## src/rtl/muxn_rr_if.sv

```systemverilog
// ----------------------------------------------------------------------------
// muxn_rr_if: stream bundle between N producers and one consumer of muxn_rr
// Revision: 1.0
// ----------------------------------------------------------------------------
`default_nettype none

interface muxn_rr_if #(
  parameter int N = 4,
  parameter int W = 8
);
  localparam int SELW = $clog2(N);

  logic [N*W-1:0]  in_data;
  logic [N-1:0]    in_valid;
  logic [N-1:0]    in_ready;
  logic            mode;
  logic [SELW-1:0] sel;
  logic [W-1:0]    out_data;
  logic            out_valid;
  logic            out_ready;
  logic [SELW-1:0] out_ch;

  modport master (
    output in_data, in_valid, mode, sel, out_ready,
    input  in_ready, out_data, out_valid, out_ch
  );

  modport slave (
    input  in_data, in_valid, mode, sel, out_ready,
    output in_ready, out_data, out_valid, out_ch
  );
endinterface

`default_nettype wire

```

## src/rtl/muxn_rr.sv

```systemverilog
// ----------------------------------------------------------------------------
// muxn_rr: N-channel registered stream mux, manual or round-robin selection
// Revision: 1.0
// ----------------------------------------------------------------------------
`default_nettype none

module muxn_rr #(
  parameter int N = 4,
  parameter int W = 8
) (
  input  wire logic clk,
  input  wire logic rst,
  muxn_rr_if.slave  bus
);
  localparam int SELW = $clog2(N);
  localparam logic [SELW-1:0] c_last = SELW'(N - 1);

  logic            load;
  logic            grant_valid;
  logic [SELW-1:0] grant;
  logic [W-1:0]    grant_data;
  logic [N-1:0]    in_ready;

  logic            out_valid_q, out_valid_d;
  logic [W-1:0]    out_data_q,  out_data_d;
  logic [SELW-1:0] out_ch_q,    out_ch_d;
  logic [SELW-1:0] ptr_q,       ptr_d;

  assign load = !out_valid_q || bus.out_ready;

  always_comb begin : grant_logic
    int idx;
    idx         = 0;
    grant       = '0;
    grant_valid = 1'b0;
    if (bus.mode) begin
      // Scan backwards so the last hit written is the first valid channel at/after ptr.
      for (int i = N - 1; i >= 0; i--) begin
        idx = int'(ptr_q) + i;
        if (idx >= N) idx = idx - N;
        if (bus.in_valid[idx]) begin
          grant_valid = 1'b1;
          grant       = SELW'(idx);
        end
      end
    end else begin
      for (int k = 0; k < N; k++) begin
        if (int'(bus.sel) == k && bus.in_valid[k]) begin
          grant_valid = 1'b1;
          grant       = SELW'(k);
        end
      end
    end
  end

  always_comb begin : data_select
    grant_data = '0;
    for (int k = 0; k < N; k++) begin
      if (int'(grant) == k) grant_data = bus.in_data[k*W +: W];
    end
  end

  always_comb begin : ready_decode
    in_ready = '0;
    for (int k = 0; k < N; k++) begin
      in_ready[k] = load && grant_valid && (int'(grant) == k) && !rst;
    end
  end

  always_comb begin : next_state
    out_valid_d = out_valid_q;
    out_data_d  = out_data_q;
    out_ch_d    = out_ch_q;
    ptr_d       = ptr_q;
    if (load) begin
      if (grant_valid) begin
        out_valid_d = 1'b1;
        out_data_d  = grant_data;
        out_ch_d    = grant;
        ptr_d       = (grant == c_last) ? '0 : grant + 1'b1;
      end else begin
        out_valid_d = 1'b0;
      end
    end
  end

  always_ff @(posedge clk) begin
    if (rst) begin
      out_valid_q <= 1'b0;
      out_data_q  <= '0;
      out_ch_q    <= '0;
      ptr_q       <= '0;
    end else begin
      out_valid_q <= out_valid_d;
      out_data_q  <= out_data_d;
      out_ch_q    <= out_ch_d;
      ptr_q       <= ptr_d;
    end
  end

  assign bus.in_ready  = in_ready;
  assign bus.out_valid = out_valid_q;
  assign bus.out_data  = out_data_q;
  assign bus.out_ch    = out_ch_q;
endmodule

`default_nettype wire

```

## src/flat_wrapper.sv

```systemverilog
// flat-port wrapper written by rule: the top's interface ports become plain ports
module muxn_rr_flat 
#(
  parameter int N = 4,
  parameter int W = 8
)
  (clk, rst, bus_in_data, bus_in_valid, bus_mode, bus_sel, bus_out_ready, bus_in_ready, bus_out_data, bus_out_valid, bus_out_ch);
  muxn_rr_if #(.N(N), .W(W)) bus_i ();
  input  wire logic clk;
  input  wire logic rst;
  input wire logic [$bits(bus_i.in_data)-1:0] bus_in_data;
  input wire logic [$bits(bus_i.in_valid)-1:0] bus_in_valid;
  input wire logic [$bits(bus_i.mode)-1:0] bus_mode;
  input wire logic [$bits(bus_i.sel)-1:0] bus_sel;
  input wire logic [$bits(bus_i.out_ready)-1:0] bus_out_ready;
  output wire logic [$bits(bus_i.in_ready)-1:0] bus_in_ready;
  output wire logic [$bits(bus_i.out_data)-1:0] bus_out_data;
  output wire logic [$bits(bus_i.out_valid)-1:0] bus_out_valid;
  output wire logic [$bits(bus_i.out_ch)-1:0] bus_out_ch;
  assign bus_i.in_data = bus_in_data;
  assign bus_i.in_valid = bus_in_valid;
  assign bus_i.mode = bus_mode;
  assign bus_i.sel = bus_sel;
  assign bus_i.out_ready = bus_out_ready;
  assign bus_in_ready = bus_i.in_ready;
  assign bus_out_data = bus_i.out_data;
  assign bus_out_valid = bus_i.out_valid;
  assign bus_out_ch = bus_i.out_ch;
  muxn_rr #(.N(N), .W(W)) u_core (.clk(clk), .rst(rst), .bus(bus_i));
endmodule
```

## config.mk

```make
export PLATFORM = sky130hd
export DESIGN_NAME = muxn_rr_flat
export DESIGN_NICKNAME = d
export VERILOG_FILES = /design/src/rtl/muxn_rr_if.sv /design/src/rtl/muxn_rr.sv /design/src/flat_wrapper.sv
export SDC_FILE = /design/constraint.sdc
export NUM_CORES = 1
export LEC_CHECK = 0
export ABC_CLOCK_PERIOD_IN_PS = 3500
export BUFFER_PORTS_ARGS = -buffer_cell sky130_fd_sc_hd__buf_2
export CAP_MARGIN = 10
export CORE_MARGIN = 1.5
export CORE_UTILIZATION = 40
export CTS_CLUSTER_DIAMETER = 100
export DETAILED_ROUTE_END_ITERATION = 6
export GPL_ROUTABILITY_DRIVEN = 0
export PLACE_DENSITY_LB_ADDON = 0.3
export REMOVE_ABC_BUFFERS = 1
export SLEW_MARGIN = 15
export SYNTH_ARGS = -nofsm -noshare
export SYNTH_HDL_FRONTEND = slang
export SYNTH_SLANG_ARGS = --single-unit
```

## constraint.sdc

```tcl
create_clock -name clk -period 3.5 [get_ports clk]
set_clock_uncertainty 0.05 [all_clocks]
set_input_delay 0.175 -clock clk [delete_from_list [all_inputs] [get_ports clk]]
set_output_delay 0.175 -clock clk [all_outputs]
set_load 0.03 [all_outputs]
```

==> results.txt, run 1 <==
The first global-routing pass estimated 4.42 mm of wire. The number of sinks driven by the clock tree is 13. In this run the number of H-tree levels came out at 1. Setup violations remaining at the end of the flow were counted as 0.

Before CTS, the worst setup slack after placement is 762 ps. TritonCTS built the clock tree. The worst slack on hold paths came out at around 140 ps. The die extent in x came out at 55.0 um. For this block, wires on met1 add up to 1.20 mm. The number of vias in the routed layout is approximately 1.1k. The fraction of synthesized cell area taken by the top area cell type came out at 24.0%.

The share of synthesized flip-flops with an asynchronous set or reset came out at 0%. The leakage power total is 0.681 nW. Data arrives at the worst endpoint at 2570 ps.

The run finished with clean final reports. The maximum clock insertion buffer count is 2. The commonest cells after synthesis are sky130_fd_sc_hd__dfxtp_1 (13), sky130_fd_sc_hd__inv_1 (13), sky130_fd_sc_hd__nand2_1 (10). The utilization after layout is 54.7%. At the pin with the least slew margin, the transition time is 755 ps. The effective utilization at floorplan is 42.9%. Cells with a size suffix above 1 make up 48.0% of the layout. The number of instances in the synthesized netlist came out at 120.

The number of synthesized flops with an enable pin came out at 0. The number of warning messages in the yosys log came out at 0. The worst setup path is captured at a primary output. The root buffer cell chosen for the clock tree is sky130_fd_sc_hd__clkbuf_4. The worst path needs between 2000 and 3000 ps of the cycle, external delays included. The synthesized netlist occupies a cell area of 1080 um2. The detailed-route vias per instance is approximately 5.7. The number of top-level pins is 57. The leading area contributor after synthesis is sky130_fd_sc_hd__dfxtp_1.

The number of buffers inserted during clock tree synthesis is 3. The worst setup path is of the reg -> out kind. The total number of nets in the final design came out at 218. The floorplan has 18 rows. From bottom edge to top edge, the die measures approximately 55 um.

In the final routed layout, each cell accounts on average for 14.3 um. Of the synthesized area, sequential elements account for 24.0%. After the first detailed-routing iteration, the DRC count stood at 22. The initial antenna violation count is 0.

The power after layout came out at 0.533 mW. The signal on the critical path passes through nor2b_1 -> or3_1 -> a21oi_1 -> or2_1 -> ha_1 -> and3_1 -> buf_2. In this run the tool buffered the top-level ports with 56 buffer cells. The routed length on met3 is 172 um. The most common flop cell mapped by yosys is sky130_fd_sc_hd__dfxtp_1. The total global routing overflow came out at 0.

The synthesis-to-finish area growth is 27.4%. The cell with the largest stage delay on the worst path is sky130_fd_sc_hd__ha_1. The multi-input logic area is 724 um2. The highest attainable clock frequency is 357 MHz. The final-layout setup total negative slack came out at 0 ps. The post-synthesis area per instance came out at 9.02 um2. The count of hold buffers inserted by post-cts repair came out at 0. After detailed routing, the met2 layer carries around 1.5 mm of wire.

The aggregate routed wire length is between 2 and 3 mm. The peak ir drop on the vdd network is 0.205 mV. The largest net degree at the start of global routing is 18. In the routed design, unresolved DRC markers number 0. The setup fix buffers added after clock tree synthesis came out at 0. The largest single stage delay on the critical path is approximately 550 ps. Synthesis instantiated 37 different standard cells from the library. The number of maximum-capacitance constraint violations came out at 0. The via count of the first global-routing pass was 1034. The floorplan core area came out at 2520 um2. The power per unit of standard cell area is 387 nW/um2. The part of the cycle the worst path needs came out at 80.0%.

The maximum fanout along the worst path came out at 17. The clock-pin slew on the worst setup and hold paths is 90 ps. After synthesis, the cell types taking the most area are sky130_fd_sc_hd__dfxtp_1 (24%), sky130_fd_sc_hd__a311oi_2 (9.7%), sky130_fd_sc_hd__a211o_1 (6.5%).

In the final layout, flip-flops and latches occupy 260 um2. The post-cts resize count is 0. The start point of the critical path is u_core.ptr_q[0]$_SDFFE_PP0N_.

Across every metal layer, demand over resource in global routing totals approximately a fifth. Setup repair after global routing left no endpoint under its margin. The number of endpoints with negative hold slack in the final report came out at 0. Once detail routing completed, the nets flagged for antenna violations numbered 0. Counting flops and latches in the post-synthesis netlist gives 13.

The startpoint of the lowest-slack register-to-register path is u_core.ptr_q[1]$_SDFFE_PP0N_. The total inserted antenna cells came out at 0. The insertion delay to the later sink of the worst-skew pair came out at 280 ps. The max-slew violation count is 0. The data required time of the worst path is 3270 ps. The start point of the worst hold path is bus_in_data[29]. The die covers around 3000 um2. The HPWL after detailed placement is 2.12 mm.

The iteration count of the initial detailed-routing pass came out at 4. The worst pin sits at a relative slew slack of 49.6%. STA classifies the critical path startpoint as a flip-flop. The layout filler cell count is 236. The tightest min-delay check is of the in -> reg type. The final worst slack came out at 701 ps.

In this run the top signal layer used is met4.
flip-flops by register name (all words and copies together), names as in the netlist:
signal,cells
u_core.bus.out_ch,2
u_core.bus.out_data,8
u_core.ptr_q,2
u_core.bus.out_valid,1
path summary, 6_finish.rpt:
path / to / slack, ps / cells past startpoint
worst max-delay path: bus_in_ready[3] / 700 / 7
worst min-delay path: u_core.bus.out_data[5]$_SDFFE_PP0N_ / 140 / 3
worst max register to register: u_core.bus.out_data[3]$_SDFFE_PP0N_ / 710 / 8
worst min register to register: u_core.ptr_q[0]$_SDFFE_PP0N_ / 470 / 2
logic make-up (layout without fill, tap and decap cells):
kind of cell             count (synthesis)  in the layout  synth area share (%)
flip-flops                              13             13                  24.0
buffers and inverters                   22             73                  9.02
AO/OA/AOI/OAI                           47             47                  40.0
multiplexers                             5              5                  7.40
AND/OR/NAND/NOR                         29             29                  14.9
adder cells (fa/ha/maj)                  4              4                  4.62
cell usage in the layout (no fill, tap or decap), drive strengths merged, types with 7 or more instances in the layout:
| master | count |
|---|---|
| a311oi | 7 |
| nand2 | 10 |
| buf | 56 |
| a211o | 8 |
| inv | 13 |
| a221oi | 7 |
| a21oi | 13 |
| dfxtp | 13 |
final cells by class:
cell class                 count  share of cell area (%)
clock buffer                   3                    1.63
clock inverter                 1                   0.363
inverter                      13                    3.54
multi-input combinational     85                    52.5
sequential                    13                    18.9
tap                           30                    2.72
timing repair buffer          56                    20.3
report_power, final:
group | internal (mW) | leakage, nW | switching, mW
logic | 0.106 | 0.555 | 0.149
registers | 0.169 | 0.108 | 0.0148
clock network | 0.0423 | 0.0177 | 0.0519
total | 0.318 | 0.681 | 0.216
through the flow:
stage | area, um2 | instances
6_report | 1380 | 201
5_1_grt | 1380 | 201
4_1_cts | 1380 | 201
3_5_place_dp | 1350 | 197
3_3_place_gp | 1350 | 197
2_1_floorplan | 1030 | 111
critical path: cells and delay by family, from the launching register on:
family / cells / cell delay [ps]
flops: 1 / 390
compound gates: 1 / 310
buf+inv: 1 / 190
simple gates: 4 / 850
fa+ha+maj: 1 / 550
layer usage:
metal | vias up | global-route usage, %
met5 | - | 0
met4 | 0 | 3.66
met3 | 2 | 5.65
met2 | 40 | 38.3
met1 | 540 | 23.4
li1 | 559 | -
Note: power is estimated with default switching activity, not from simulation.
==> inputs of run 2 (changes only) <==
ABC_AREA = 1   (was unset)
ABC_CLOCK_PERIOD_IN_PS = 2480   (was 3500)
clock period = 2.48 ns   (was 3.5 ns; I/O delays follow)
==> results.txt, run 2 <==
The maximum fanout along the worst path came to 9 (-8). The start point of the critical path is u_core.ptr_q[0]$_SDFFE_PP0N_. The multi-input logic area is 771 um2 (+6.4%). The number of instances in the synthesized netlist was 174 (+45%).

Setup repair after global routing could not meet its margin everywhere. The power per unit of standard cell area is 638 nW/um2 (+65%). The path with the worst hold slack has its endpoint at u_core.bus.out_valid$_SDFFE_PP0P_.

The insertion delay to the later sink of the worst-skew pair is 280 ps (about the same). The number of buffers inserted during clock tree synthesis is 3 (unchanged). The die extent in x was 55.1 um (+0.11%).

The initial antenna violation count is 0 (unchanged). By instance count, the leading cell after synthesis is sky130_fd_sc_hd__nand2_1. The total global routing overflow came out at 0 (unchanged). The die boundary height is 55.1 um (+0.11%). The number of design rule violations left after detail routing is 0 (unchanged). The number of endpoints with negative hold slack in the final report is 0 (unchanged). The synthesized flop and latch total is 13 (unchanged). Timing would allow up to 423 MHz. STA classifies the critical path endpoint as a primary output. The path depth of the worst reg2reg path came out at 16 (+8). The utilization after layout came out at 61.2% (+6.5 points).

The minimum setup slack after placement came out at -12.9 ps (-775 ps). STA classifies the critical path startpoint as a flip-flop. The clock root buffer is sky130_fd_sc_hd__clkbuf_4. The reg-to-reg setup timing slack is 150 ps (-560 ps). Counting instances in the post-synthesis netlist gives the leading cell types as sky130_fd_sc_hd__nand2_1 (49), sky130_fd_sc_hd__a21oi_1 (23), sky130_fd_sc_hd__inv_1 (18).

In this run the worst hold path is classified as in -> reg. The layout filler cell count is 253 (+7.2%). The aggregate routed wire length was 2.93 mm (+1.7%). The total inserted antenna cells came out at 0 (unchanged). The data arrival time at the worst-slack endpoint is 2190 ps (-380 ps).

In the synthesized netlist the dominant register cell turns out to be sky130_fd_sc_hd__dfxtp_1. The flip-flop count of the largest register after layout came out at 8 (unchanged). TritonCTS built the clock tree.

The clock-pin slew on the worst setup and hold paths is 80 ps (about the same). The detailed-route vias per instance is 4.93 (-13%). The fraction of synthesized cell area taken by the top area cell type was 24.0% (-0.055 points). The number of vias in the routed layout is 1301 (+14%). The HPWL after detailed placement is 2.12 mm (+0.10%). The number of port buffers is 56 (unchanged). The routed wirelength normalized by instance count was 11.1 um (-23%). The number of sinks driven by the clock tree is 13 (unchanged). The routed length on met3 is 181 um (+5.2%). The largest net degree at the start of global routing is 27 (+9).

The maximum level of the CTS H-tree came out at 1 (unchanged). The cell row count came out at 18 (unchanged). The effective utilization at floorplan is 43.0% (+0.099 points). The leading cell type in the layout, fill and taps excluded is sky130_fd_sc_hd__buf_2. The critical path class is reg -> out. The number of nets still failing antenna checks after routing came out at 0 (unchanged). The number of synthesized flops with an enable pin came out at 0 (unchanged). The final worst slack is 115 ps (-586 ps).

The number of maximum-capacitance constraint violations is 0 (unchanged). The post-route met1 wirelength is 1.42 mm (+18%). The sequential cell area came out at 268 um2 (+2.9%). The peak ir drop on the vdd network is 0.411 mV (+100%). The total number of nets in the final design is 281 (+29%).

The time the worst path needs with I/O delays and setup came out at 2370 ps. The number of warning messages in the yosys log came out at 0 (unchanged). The via count of the first global-routing pass is 991 (-4.2%). The data required time of the worst path came out at 2310 ps (-960 ps). The setup-violating endpoint count in the final report came to 0 (unchanged). The share of synthesized flip-flops with an asynchronous set or reset is 0% (unchanged). The largest total area in the synthesized netlist belongs to sky130_fd_sc_hd__dfxtp_1. The part of the cycle the worst path needs came out at 95.4%. The total die area was 3030 um2 (+0.22%). The floorplan core area is 2520 um2 (unchanged). The post-synthesis area per instance is 6.23 um2 (-31%). The worst slack on hold paths came out at 118 ps (-17.7 ps). The fraction of final layout cells sized beyond drive strength 1 came out at 41.9% (-6.1 points). The actual slew at the worst max-slew pin is 333 ps (-422 ps). The violation count after the first detailed-route iteration is 25 (+14%). The detailed-routed wire length on met2 came out at 1.30 mm (-13%). The post-synthesis cell area is 1080 um2 (+0.23%). The worst slew margin relative to its limit came to 77.8% (+28 points). The register area share after synthesis was 24.0% (-0.055 points). The end of the worst register-to-register path is u_core.bus.out_data[1]$_SDFFE_PP0N_. The number of top-level pins is 57 (unchanged). The power after layout came to 0.984 mW (+84%). Sorting the synthesized cells by area gives the leading types as sky130_fd_sc_hd__dfxtp_1 (24%), sky130_fd_sc_hd__nand2_1 (17%), sky130_fd_sc_hd__a21oi_1 (11%). The count of hold buffers inserted by post-cts repair came to 0 (unchanged). Leaving out fill and tap cells, the most frequent cells in the layout are sky130_fd_sc_hd__buf_2 (54), sky130_fd_sc_hd__nand2_1 (45), sky130_fd_sc_hd__a21oi_1 (21). The worst hold path stage count came out at 4 (+1).

The overall track demand over capacity in global routing is 18.5% (-2.1 points). The highest metal layer with signal wires is met4. The wire length of the first global-routing pass is 4.08 mm (-7.6%). The maximum clock insertion buffer count was 2 (unchanged). The max-slew violation count came out at 0 (unchanged). The iteration count of the initial detailed-routing pass came to 4 (unchanged).

The distinct cell type count of the synthesized netlist came out at 23 (-38%). The area growth from synthesis to layout is 42.2%. The flow ran to the end, and the final reports show no timing, DRC or antenna violations. The final design instance area without fill came out at 1540 um2 (+12%). The placed standard-cell area is 1390 um2 (+2.8%). The worst register-to-register path begins at u_core.ptr_q[0]$_SDFFE_PP0N_. The leakage power total came out at 0.801 nW (+18%). The worst hold path begins at bus_out_ready.
run 2: cell count changes after synthesis, sizes merged, moves of 8 or more:
cell / delta
a211o: -8
nand3: +14
nand2: +39
o211ai: +8
nor2: +14
a21oi: +17
run 2: cell type report:
cell class	instances	area share (%)
Clock buffer	4	1.70
Inverter	21	5.35
Multi-Input combinational cell	133	50.0
Sequential cell	13	17.4
Tap cell	30	2.43
Timing Repair Buffer	63	23.2
run 2: worst max path at each step:
stage | end | slack [ps] | depth (start not counted)
global route | u_core.bus.out_data[2]$_SDFFE_PP0N_ | -40 | 16
global placement | u_core.bus.out_data[1]$_SDFFE_PP0N_ | -30 | 17
CTS | bus_in_ready[3] | 20 | 12
finish | bus_in_ready[2] | 110 | 12
detailed placement | u_core.bus.out_data[1]$_SDFFE_PP0N_ | -10 | 17
floorplan | bus_in_ready[3] | -160 | 13
run 2: power by group:
part           internal [mW]  switching (mW)  total (mW)  leakage (nW)
Sequential             0.245          0.0224       0.267         0.108
Clock                 0.0624          0.0688       0.131        0.0150
Combinational          0.232           0.354       0.586         0.677
Total                  0.539           0.445       0.984         0.801
run 2: logic make-up after synthesis:
kind of cell    share of synthesized area [%]
xor+xnor                                0.808
simple gates                             34.3
flops                                    24.0
buf+inv                                  12.0
fa+ha+maj                                4.61
compound gates                           24.3
run 2: repair_timing:
action / 4_1_cts / 5_1_grt
gates resized for setup: 3 / 27
pin swaps: 0 / 9
endpoints found under the hold margin: 0 / 0
buffers inserted: 0 / 2
endpoints found under the setup margin: 8 / 12
run 2: per-layer routing:
layer / up-vias / global-route usage [%]
met2: 42 / 27.6
li1: 689 / -
met4: 0 / 6.50
met1: 564 / 26.5
met3: 6 / 3.23
met5: - / 0
run 2: critical path, stage by stage, from the launching register on:
cell	delay, ps
sky130_fd_sc_hd__dfxtp_4	370
sky130_fd_sc_hd__buf_8	140
sky130_fd_sc_hd__xnor2_4	140
sky130_fd_sc_hd__nand2_2	90
sky130_fd_sc_hd__nand2_1	50
sky130_fd_sc_hd__o21bai_1	150
sky130_fd_sc_hd__nand3_1	80
sky130_fd_sc_hd__nand2_2	80
sky130_fd_sc_hd__inv_1	80
sky130_fd_sc_hd__ha_1	180
sky130_fd_sc_hd__clkinv_2	130
sky130_fd_sc_hd__nor3_2	210
sky130_fd_sc_hd__buf_4	190
run 2: per-stage QoR:
stage / setup TNS (ps) / cells
floorplan: -272 / 167
global placement: -35.7 / 258
detailed placement: -12.9 / 258
CTS: 0 / 262
global route: -94.8 / 264
finish: 0 / 264
==> inputs of run 3 (changes only) <==
PLACE_DENSITY = 0.86   (was unset)
PLACE_DENSITY_LB_ADDON = unset   (was 0.3)
SKIP_LAST_GASP = 1   (was unset)
==> results.txt, run 3 (synthesis gave the netlist of run 2 again) <==
The cell row count is 18 (unchanged). The total number of nets in the final design is 280 (-0.36%). The setup path with the least slack is of type reg -> out. The routed wirelength normalized by instance count was 11.9 um (+7.3%). The maximum fanout along the worst path came to 9 (unchanged). The maximum cell stage delay along the critical path is 370 ps (about the same). The max-slew violation count came out at 0 (unchanged). The number of sinks driven by the clock tree came out at 13 (unchanged).

The worst slew margin relative to its limit is 78.1% (+0.27 points). STA classifies the critical path startpoint as a flip-flop. The highest attainable clock frequency is 420 MHz (-0.56%).

The number of port buffers came to 56 (unchanged). The insertion delay to the later sink of the worst-skew pair is 280 ps (about the same). The TritonCTS clock tree is done. The count of buffering cells on the critical path with inverters included is 4 (unchanged). The part of the cycle the worst path needs came out at 95.9% (+0.54 points). In the layout the commonest cells are sky130_fd_sc_hd__buf_2 (53), sky130_fd_sc_hd__nand2_1 (45), sky130_fd_sc_hd__a21oi_1 (23). The data arrival time at the worst-slack endpoint came out at 2200 ps (about the same). The total inserted antenna cells came out at 0 (unchanged).

The fraction of final layout cells sized beyond drive strength 1 is 41.2% (-0.68 points). The total global routing overflow is 0 (unchanged). The multi-input logic area came out at 752 um2 (-2.4%).

The clock root buffer is sky130_fd_sc_hd__clkbuf_4. The power per unit of standard cell area is 650 nW/um2 (+2.0%). The peak ir drop on the vdd network came out at 0.455 mV (+11%). The iteration count of the initial detailed-routing pass came to 4 (unchanged). The initial antenna violation count is 0 (unchanged).

The violation count after the first detailed-route iteration is 46 (+84%). The effective utilization at floorplan was 43.0% (unchanged). The number of top-level pins is 57 (unchanged). The HPWL after detailed placement came to 2.35 mm (+11%). The total die area is 3030 um2 (unchanged). The worst setup path is captured at a primary output. Traced cell by cell, the critical path runs through buf_4 -> o21ai_4 -> nor2_2 -> nor2_1 -> nand3_1 -> nand3_1 -> nand2_2 -> inv_2 -> ha_2 -> inv_4 -> nor3_1 -> buf_4.

The wire length of the first global-routing pass is 4.37 mm (+7.1%). The die extent in x came out at 55.1 um (unchanged). The aggregate routed wire length came out at 3.13 mm (+6.9%).

The time the worst path needs with I/O delays and setup is 2380 ps (+13.3 ps). The reg-to-reg setup timing slack is 130 ps (-20 ps). The tightest min-delay check is of the in -> reg type. The number of maximum-capacitance constraint violations was 0 (unchanged).

The leakage power total came out at 0.780 nW (-2.6%). The sequential cell area is 265 um2 (-0.93%). The floorplan core area came to 2520 um2 (unchanged). The number of nets still failing antenna checks after routing is 0 (unchanged). The setup-violating endpoint count in the final report is 0 (unchanged). The actual slew at the worst max-slew pin is 329 ps (-4.01 ps).

The count of hold buffers inserted by post-cts repair came out at 0 (unchanged). The minimum setup slack after placement is 20.1 ps (+33.1 ps). The via count of the first global-routing pass is 1038 (+4.7%).

The number of vias in the routed layout came out at 1326 (+1.9%). The synthesis-to-finish area growth is 38.4%. The final worst slack came out at 101 ps (-13.3 ps). The final design instance area without fill is 1500 um2 (-2.7%). The library cell used most frequently in the layout, excluding fill and tap cells, is sky130_fd_sc_hd__buf_2. The maximum clock insertion buffer count came out at 2 (unchanged). The largest net degree at the start of global routing is 27 (unchanged). The layout filler cell count is 259 (+2.4%). The die boundary height came out at 55.1 um (unchanged). The placed standard-cell area came to 1390 um2 (unchanged). The data required time of the worst path is 2310 ps (about the same).

The overall track demand over capacity in global routing was 20.0% (+1.6 points). The number of endpoints with negative hold slack in the final report came out at 0 (unchanged). The detailed-route vias per instance came to 5.04 (+2.3%). The flip-flop count of the largest register after layout is 8 (unchanged).

The number of buffers inserted during clock tree synthesis was 3 (unchanged). The number of standard cells in the final layout excluding fillers came to 263 (-0.38%). The number of design rule violations left after detail routing came out at 0 (unchanged). The flow ran to the end, and the final reports show no timing, DRC or antenna violations. The number of placed instances, taps included is 258 (unchanged).

The slowest stage of the critical path belongs to the cell sky130_fd_sc_hd__dfxtp_4. The clock-pin slew on the worst setup and hold paths was 100 ps (+20 ps). The maximum level of the CTS H-tree is 1 (unchanged). The critical path's top delay family is simple AND/OR/NAND/NOR gates.
run 3: layout make-up:
cell class	instances	share of cell area, %
Tap cell	30	2.50
Inverter	21	5.58
Multi-Input combinational cell	133	50.1
Clock buffer	4	1.75
Timing Repair Buffer	62	22.4
Sequential cell	13	17.7
run 3: path summary, 6_finish.rpt:
| kind | start | to | depth (start not counted) |
|---|---|---|---|
| setup reg to reg | u_core.ptr_q[0]$_SDFFE_PP0N_ | u_core.bus.out_data[1]$_SDFFE_PP0N_ | 18 |
| setup / recovery | u_core.ptr_q[0]$_SDFFE_PP0N_ | bus_in_ready[3] | 12 |
| hold reg to reg | u_core.bus.out_ch[0]$_SDFFE_PP0N_ | u_core.bus.out_ch[0]$_SDFFE_PP0N_ | 2 |
| hold / removal | rst | u_core.bus.out_data[7]$_SDFFE_PP0N_ | 2 |
run 3: layer usage:
metal  share of wire, %  global-route usage [%]
met1                 44                    27.9
met2                 48                    30.6
met3                6.2                    3.76
met4                1.4                    7.32
met5                  0                       0
run 3: worst reg2reg max path: stages, from the launching register on:
cell	delay (ps)
sky130_fd_sc_hd__dfxtp_4	370
sky130_fd_sc_hd__buf_4	160
sky130_fd_sc_hd__o21ai_4	150
sky130_fd_sc_hd__nand2_2	100
sky130_fd_sc_hd__nand3_2	90
sky130_fd_sc_hd__nand2_1	50
sky130_fd_sc_hd__nand2_1	60
sky130_fd_sc_hd__nand3_1	100
sky130_fd_sc_hd__nand2_2	140
sky130_fd_sc_hd__inv_2	60
sky130_fd_sc_hd__ha_2	180
sky130_fd_sc_hd__nor2_1	90
sky130_fd_sc_hd__buf_4	160
sky130_fd_sc_hd__nand2_1	60
sky130_fd_sc_hd__nand2_1	70
sky130_fd_sc_hd__o211ai_1	110
sky130_fd_sc_hd__a21oi_2	160
sky130_fd_sc_hd__a21oi_2	50
sky130_fd_sc_hd__nor2_2	90
run 3: power breakdown:
part           switching, mW  leakage (nW)  internal, mW
registers             0.0240         0.108         0.244
logic                  0.348         0.656         0.215
clock network         0.0821        0.0150        0.0626
run 3: timing repair:
action | 4_1_cts | 5_1_grt
endpoints found under the setup margin | 4 | 12
gates resized for setup | 3 | 27
setup buffers | 0 | 1
pin swaps | 0 | 10
run 3: stage by stage:
stage / hold WS (ps) / util (%) / TNS (ps) / power (mW)
after floorplan: 141 / - / -272 / 0.632
after global placement: 407 / 55.1 / 0 / 0.777
after detailed placement: 408 / 55.1 / 0 / 0.782
after CTS: 136 / 56.3 / -9.73 / 0.926
after global routing: 160 / 59.5 / -92.7 / 1.05
final: 132 / 59.5 / 0 / 0.977
